<file path="config.mk">
export PLATFORM = sky130hd
export DESIGN_NAME = johnson_phase_decoder
export DESIGN_NICKNAME = d
export VERILOG_FILES = /design/src/rtl/johnson_phase_decoder.sv
export SDC_FILE = /design/constraint.sdc
export NUM_CORES = 1
export LEC_CHECK = 0
export CAP_MARGIN = 20
export CORE_MARGIN = 5
export CORE_UTILIZATION = 46
export DETAILED_ROUTE_END_ITERATION = 16
export GPL_ROUTABILITY_DRIVEN = 1
export PLACE_DENSITY = 0.78
export REMOVE_ABC_BUFFERS = 1
export SETUP_SLACK_MARGIN = 0.5
export SLEW_MARGIN = 20
export SYNTH_ARGS = -nofsm -noshare
export SYNTH_HDL_FRONTEND = slang
export SYNTH_SLANG_ARGS = --single-unit
</file>
<file path="constraint.sdc">
create_clock -name clk -period 2.55 [get_ports clk]
set_clock_uncertainty 0.15 [all_clocks]
set_input_delay 0.51 -clock clk [delete_from_list [all_inputs] [get_ports clk]]
set_output_delay 0.51 -clock clk [all_outputs]
set_load 0.05 [all_outputs]
</file>
<file path="src/rtl/johnson_phase_decoder.sv">
// Decodes a Johnson counter word into phase index/one-hot, checks sequence legality,
// tracks lock, counts lock losses and requests a counter resync when the ring is corrupt.
module johnson_phase_decoder #(
    parameter int WIDTH          = 4,
    parameter bit SHIFT_LEFT     = 1'b1,
    parameter int LOCK_CNT       = 4,
    parameter int RESYNC_TIMEOUT = 16
) (
    input  logic                          clk,
    input  logic                          reset,
    input  logic [WIDTH-1:0]              count_in,
    output logic [2*WIDTH-1:0]            phase_onehot,
    output logic [$clog2(2*WIDTH)-1:0]    phase_idx,
    output logic                          phase_valid,
    output logic                          locked,
    output logic                          resync_req,
    output logic [7:0]                    err_count
);
    // state    | meaning
    // ACQUIRE  | legal words seen, counting consecutive good transitions
    // LOCKED   | LOCK_CNT good transitions in a row; any bad sample is a lock loss
    // RESYNC   | ring corrupt; counter reset requested, waiting for an all-zero word

    localparam int IDX_W = $clog2(2*WIDTH);
    localparam int RUN_W = $clog2(LOCK_CNT + 1);
    localparam int TMR_W = (RESYNC_TIMEOUT > 1) ? $clog2(RESYNC_TIMEOUT) : 1;
    localparam logic [WIDTH-1:0] ONE = WIDTH'(1);

    typedef enum logic [1:0] {
        ACQUIRE = 2'd0,
        LOCKED  = 2'd1,
        RESYNC  = 2'd2
    } state_t;

    state_t            state, state_nxt;
    logic [RUN_W-1:0]  good_run, good_run_nxt;
    logic [TMR_W-1:0]  timer, timer_nxt;
    logic [7:0]        err_nxt;
    logic              resync_raw;
    logic              have_prev;
    logic [WIDTH-1:0]  prev_code;
    logic [WIDTH-1:0]  succ_prev;
    logic [WIDTH-1:0]  norm_word;
    logic              legal;
    logic              seq_ok;
    logic [IDX_W-1:0]  idx_dec;

    // Right-shifting counters are handled as the bit-reversed left-shifting case.
    function automatic logic [WIDTH-1:0] normalize(input logic [WIDTH-1:0] c);
        logic [WIDTH-1:0] r;
        for (int i = 0; i < WIDTH; i++) begin
            r[i] = SHIFT_LEFT ? c[i] : c[WIDTH-1-i];
        end
        return r;
    endfunction

    // Legal iff the ones form a run anchored at bit0 or the zeros form a run anchored at bit0.
    function automatic logic is_legal(input logic [WIDTH-1:0] n);
        logic [WIDTH-1:0] inv;
        inv = ~n;
        return ((n & (n + ONE)) == '0) || ((inv & (inv + ONE)) == '0);
    endfunction

    function automatic logic [IDX_W-1:0] decode_idx(input logic [WIDTH-1:0] n);
        int pc;
        pc = 0;
        for (int i = 0; i < WIDTH; i++) begin
            pc += int'(n[i]);
        end
        if (!n[WIDTH-1]) return IDX_W'(pc);
        return IDX_W'(2*WIDTH - pc);
    endfunction

    assign succ_prev = SHIFT_LEFT ? {prev_code[WIDTH-2:0], ~prev_code[WIDTH-1]}
                                  : {~prev_code[0], prev_code[WIDTH-1:1]};
    assign norm_word = normalize(count_in);
    assign legal     = is_legal(norm_word);
    assign idx_dec   = decode_idx(norm_word);
    assign seq_ok    = have_prev && (count_in == succ_prev);
    assign locked    = (state == LOCKED);

    always_comb begin
        state_nxt    = state;
        good_run_nxt = good_run;
        timer_nxt    = timer;
        err_nxt      = err_count;
        resync_raw   = 1'b0;
        case (state)
            ACQUIRE: begin
                if (!legal) begin
                    state_nxt    = RESYNC;
                    resync_raw   = 1'b1;
                    good_run_nxt = '0;
                    timer_nxt    = '0;
                end else if (seq_ok) begin
                    if (good_run == RUN_W'(LOCK_CNT - 1)) begin
                        state_nxt    = LOCKED;
                        good_run_nxt = '0;
                    end else begin
                        good_run_nxt = good_run + RUN_W'(1);
                    end
                end else begin
                    good_run_nxt = '0;
                end
            end
            LOCKED: begin
                if (!(legal && seq_ok)) begin
                    if (err_count != 8'hFF) err_nxt = err_count + 8'd1;
                    good_run_nxt = '0;
                    if (!legal) begin
                        state_nxt  = RESYNC;
                        resync_raw = 1'b1;
                        timer_nxt  = '0;
                    end else begin
                        state_nxt = ACQUIRE;
                    end
                end
            end
            RESYNC: begin
                if (count_in == '0) begin
                    state_nxt    = ACQUIRE;
                    good_run_nxt = '0;
                    timer_nxt    = '0;
                end else if (timer == TMR_W'(RESYNC_TIMEOUT - 1)) begin
                    resync_raw = 1'b1;
                    timer_nxt  = '0;
                end else begin
                    timer_nxt = timer + TMR_W'(1);
                end
            end
            default: begin
                state_nxt    = ACQUIRE;
                good_run_nxt = '0;
                timer_nxt    = '0;
            end
        endcase
    end

    always_ff @(posedge clk) begin
        if (reset) begin
            state        <= ACQUIRE;
            good_run     <= '0;
            timer        <= '0;
            err_count    <= '0;
            resync_req   <= 1'b0;
            have_prev    <= 1'b0;
            prev_code    <= '0;
            phase_valid  <= 1'b0;
            phase_idx    <= '0;
            phase_onehot <= '0;
        end else begin
            state        <= state_nxt;
            good_run     <= good_run_nxt;
            timer        <= timer_nxt;
            err_count    <= err_nxt;
            // Back-to-back requests would hold the counter in reset; keep each one a single pulse.
            resync_req   <= resync_raw && !resync_req;
            have_prev    <= 1'b1;
            prev_code    <= count_in;
            phase_valid  <= legal;
            phase_idx    <= legal ? idx_dec : '0;
            phase_onehot <= legal ? ((2*WIDTH)'(1) << idx_dec) : '0;
        end
    end

endmodule

</file>
==> results.yml <==
status:
  status: "finished, final reports clean"
power_and_ir_drop:
  p_leak_nw: 1.00
  seqPwrFrac_pct: 46.1
  clkPwrFrac_pct: 27.0
  power_per_cell_area_nw_per_um2: 524
  peakVddDrop_v: 0.000370
  finalPower_mw: 1.25
  pwr-share-comb_pct: 27.0
  netSwitchingFraction_pct: 30.7
  p_int_uw: 868
  switching_power_uw: 384
critical_path:
  crit_family: "adder cells"
  path_max_fanout: 5
  cp.required_ps: 2680
  worstSetupPathDepth: 10
  path_common_cell: "ha_4"
  reg2regPathDepth: 6
  cp-start-kind: "input port"
  arrival_ps: 2330
  path_cells: "buf_6, fa_1, ha_2, ha_4, inv_4, ha_4, nor2b_4, xnor2_2, nand2b_4, nor3_2"
  path_class: "input port to flop"
  crit_path_end_kind: "flop"
  crit_path_max_incr_delay_ps: 480
  path_buf_inv: 2
  slowest_stage: "fa_1"
finish:
  instances_no_fill: 272
  nNetsFinal: 242
  final_cell_mix: "dfxtp_1, buf_4, dlygate4sd2_1, nand2_1"
  final_common_cell: "dfxtp_1"
  area_growth_pct: 52.9
  drive_gt1_share_pct: 37.6
  num_antenna_cells: 0
  fin_util_pct: 72.1
synthesis:
  synthArstFlopShare_pct: 0
  yosys.area.top_type: "dfxtp_1"
  ys_seq_area_share_pct: 44.9
  avgSynthCellArea_um2: 9.23
  yosysUniqueCellTypes: 41
  synth.area.top_cells: "dfxtp_1, ha_1, a21oi_1"
  postSynthCellCount: 169
  synth_compound_area_share_pct: 16.8
  synthSimpleGateAreaFrac_pct: 20.0
  syn_area_um2: 1560
  yosysTopAreaCellShare_pct: 44.9
  synth_top_family_by_area: "simple AND/OR/NAND/NOR gates"
  ys_warn_count: 0
  ys_ff_latch: 35
  synth.area.mux_share_pct: 1.36
  synthAdderAreaFrac_pct: 9.30
  synthXorXnorAreaFrac_pct: 2.81
  synth-edff-count: 0
  synth_ff_type: "dfxtp_1"
timing:
  fmax_ghz: 0.453
  slew_violations: 0
  hold_slack_ps: 267
  tightest_slew_ps: 500
  timing.final.crit_share_pct: 86.5
  rsz0062_at_grt: "true"
  relSlewSlack_pct: 66.8
  finalWorstSetupSlack_ps: 343
  setup_viol: 0
  period_needed_ps: 2210
  hold_viol: 0
clock_tree:
  clk_latency_ps: 340
  cts-root-buf: "clkbuf_4"
  cts.clk_slew.worst_paths_ps: 100
  cts.sinks: 35
  hold_buffers: 0
  cts_tree: "done"
  clockBufferDepth: 2
  cts_htree_levels: 2
  numCtsBuffers: 5
drt:
  antenna_left: 0
  first_iter_violations: 92
  vias: 1454
  wire_per_inst_um: 15.2
  drcViolationCount: 0
  drt_wl_total_mm: 4.15
  vias_per_cell: 5.35
  dr.pass1.iters: 4
placement:
  place_ws_ps: -580
  dp.cells: 259
  gp_congestion: 0.819
  hpwl_mm: 2.64
  port_buffers: 27
floorplan:
  die_x_um: 68.2
  die_y_um: 68.2
  placementRows: 21
  die-area_um2: 4660
  start_util_pct: 47.1
  core_area_um2: 3310
  ios: 28
min_path:
  whs_path_depth: 1
  hold_path_class: "flop to flop"
global_routing:
  grt_pass1_vias: 1414
  grt_use_total_pct: 17.7
  grt_max_degree: 13
  grt_antenna_before_repair: 0
  overflow: 0
  grt_pass1_wl_mm: 6.04
run:
  maxCapViolCount: 0
==> per-layer routing <==
metal  part of all wire (%)  global-route usage (%)
met2                     52                    32.7
met5                      0                       0
met4                    2.7                    8.44
met1                     40                    18.0
met3                    5.2                    5.25
==> metrics by stage <==
step                area [um^2]  setup TNS (ps)
floorplan                  1530               0
global placement           2030           -7520
detailed placement         2030          -10120
CTS                        2170               0
global route               2390               0
finish                     2390               0
==> timing repair <==
item | 4_1_cts | 5_1_grt
endpoints found under the hold margin | 0 | 0
endpoints found under the setup margin | 52 | 24
buffers inserted | 2 | 3
pin swaps | 14 | 18
resized for setup | 67 | 45
==> final timing paths <==
kind              slack [ps]              end         start
setup reg to reg         540     err_count[7]  err_count[0]
setup / recovery         340  phase_onehot[4]   count_in[3]
hold reg to reg          270       resync_req    resync_req
hold / removal           270       resync_req    resync_req
==> cell usage after synthesis (2+ instances only) <==
cell,count
o21ai_0,2
nor2b_1,5
a41oi_1,2
inv_1,10
a211oi_1,2
ha_1,10
dfxtp_1,35
nand4_1,3
nand2_1,13
nand3_1,5
o31ai_1,2
nor2_1,12
nor3_1,9
o21a_1,2
a31oi_1,2
or3_1,3
and3_1,2
and2_1,2
a22oi_1,2
o21ai_1,3
nand2b_1,3
or4_1,3
a311oi_1,2
clkbuf_1,4
a21oi_1,12
xnor2_1,4
==> kinds of logic (layout without fill, tap and decap cells) <==
family          after synthesis  after routing
fa+ha+maj                    11             11
simple gates                 62             62
buf+inv                      17             74
xor+xnor                      5              5
mux                           2              2
flops                        35             35
compound gates               37             37
==> cell type report <==
cell class                      count  area (um^2)
Clock buffer                        8         68.8
Tap cell                           46         57.6
Fill cell                         248          925
Multi-Input combinational cell    117         1030
Inverter                           11         46.3
Sequential cell                    35          704
Timing Repair Buffer               55          474
==> flip-flops by register name, indices dropped and copies added, names as in the netlist <==
signal,flops
phase_valid,1
timer,4
have_prev,1
phase_idx,3
resync_req,1
good_run,3
phase_onehot,8
err_count,8
state,2
prev_code,4
==> power by group through the flow <==
stage | logic (mW) | clock network, mW | registers (mW)
floorplan | 0.0953 | 0 | 0.636
global placement | 0.238 | 0 | 0.589
detailed placement | 0.244 | 0 | 0.590
CTS | 0.287 | 0.342 | 0.577
global route | 0.359 | 0.368 | 0.579
finish | 0.337 | 0.338 | 0.576
No activity file was read; power rests on OpenSTA's default activity.
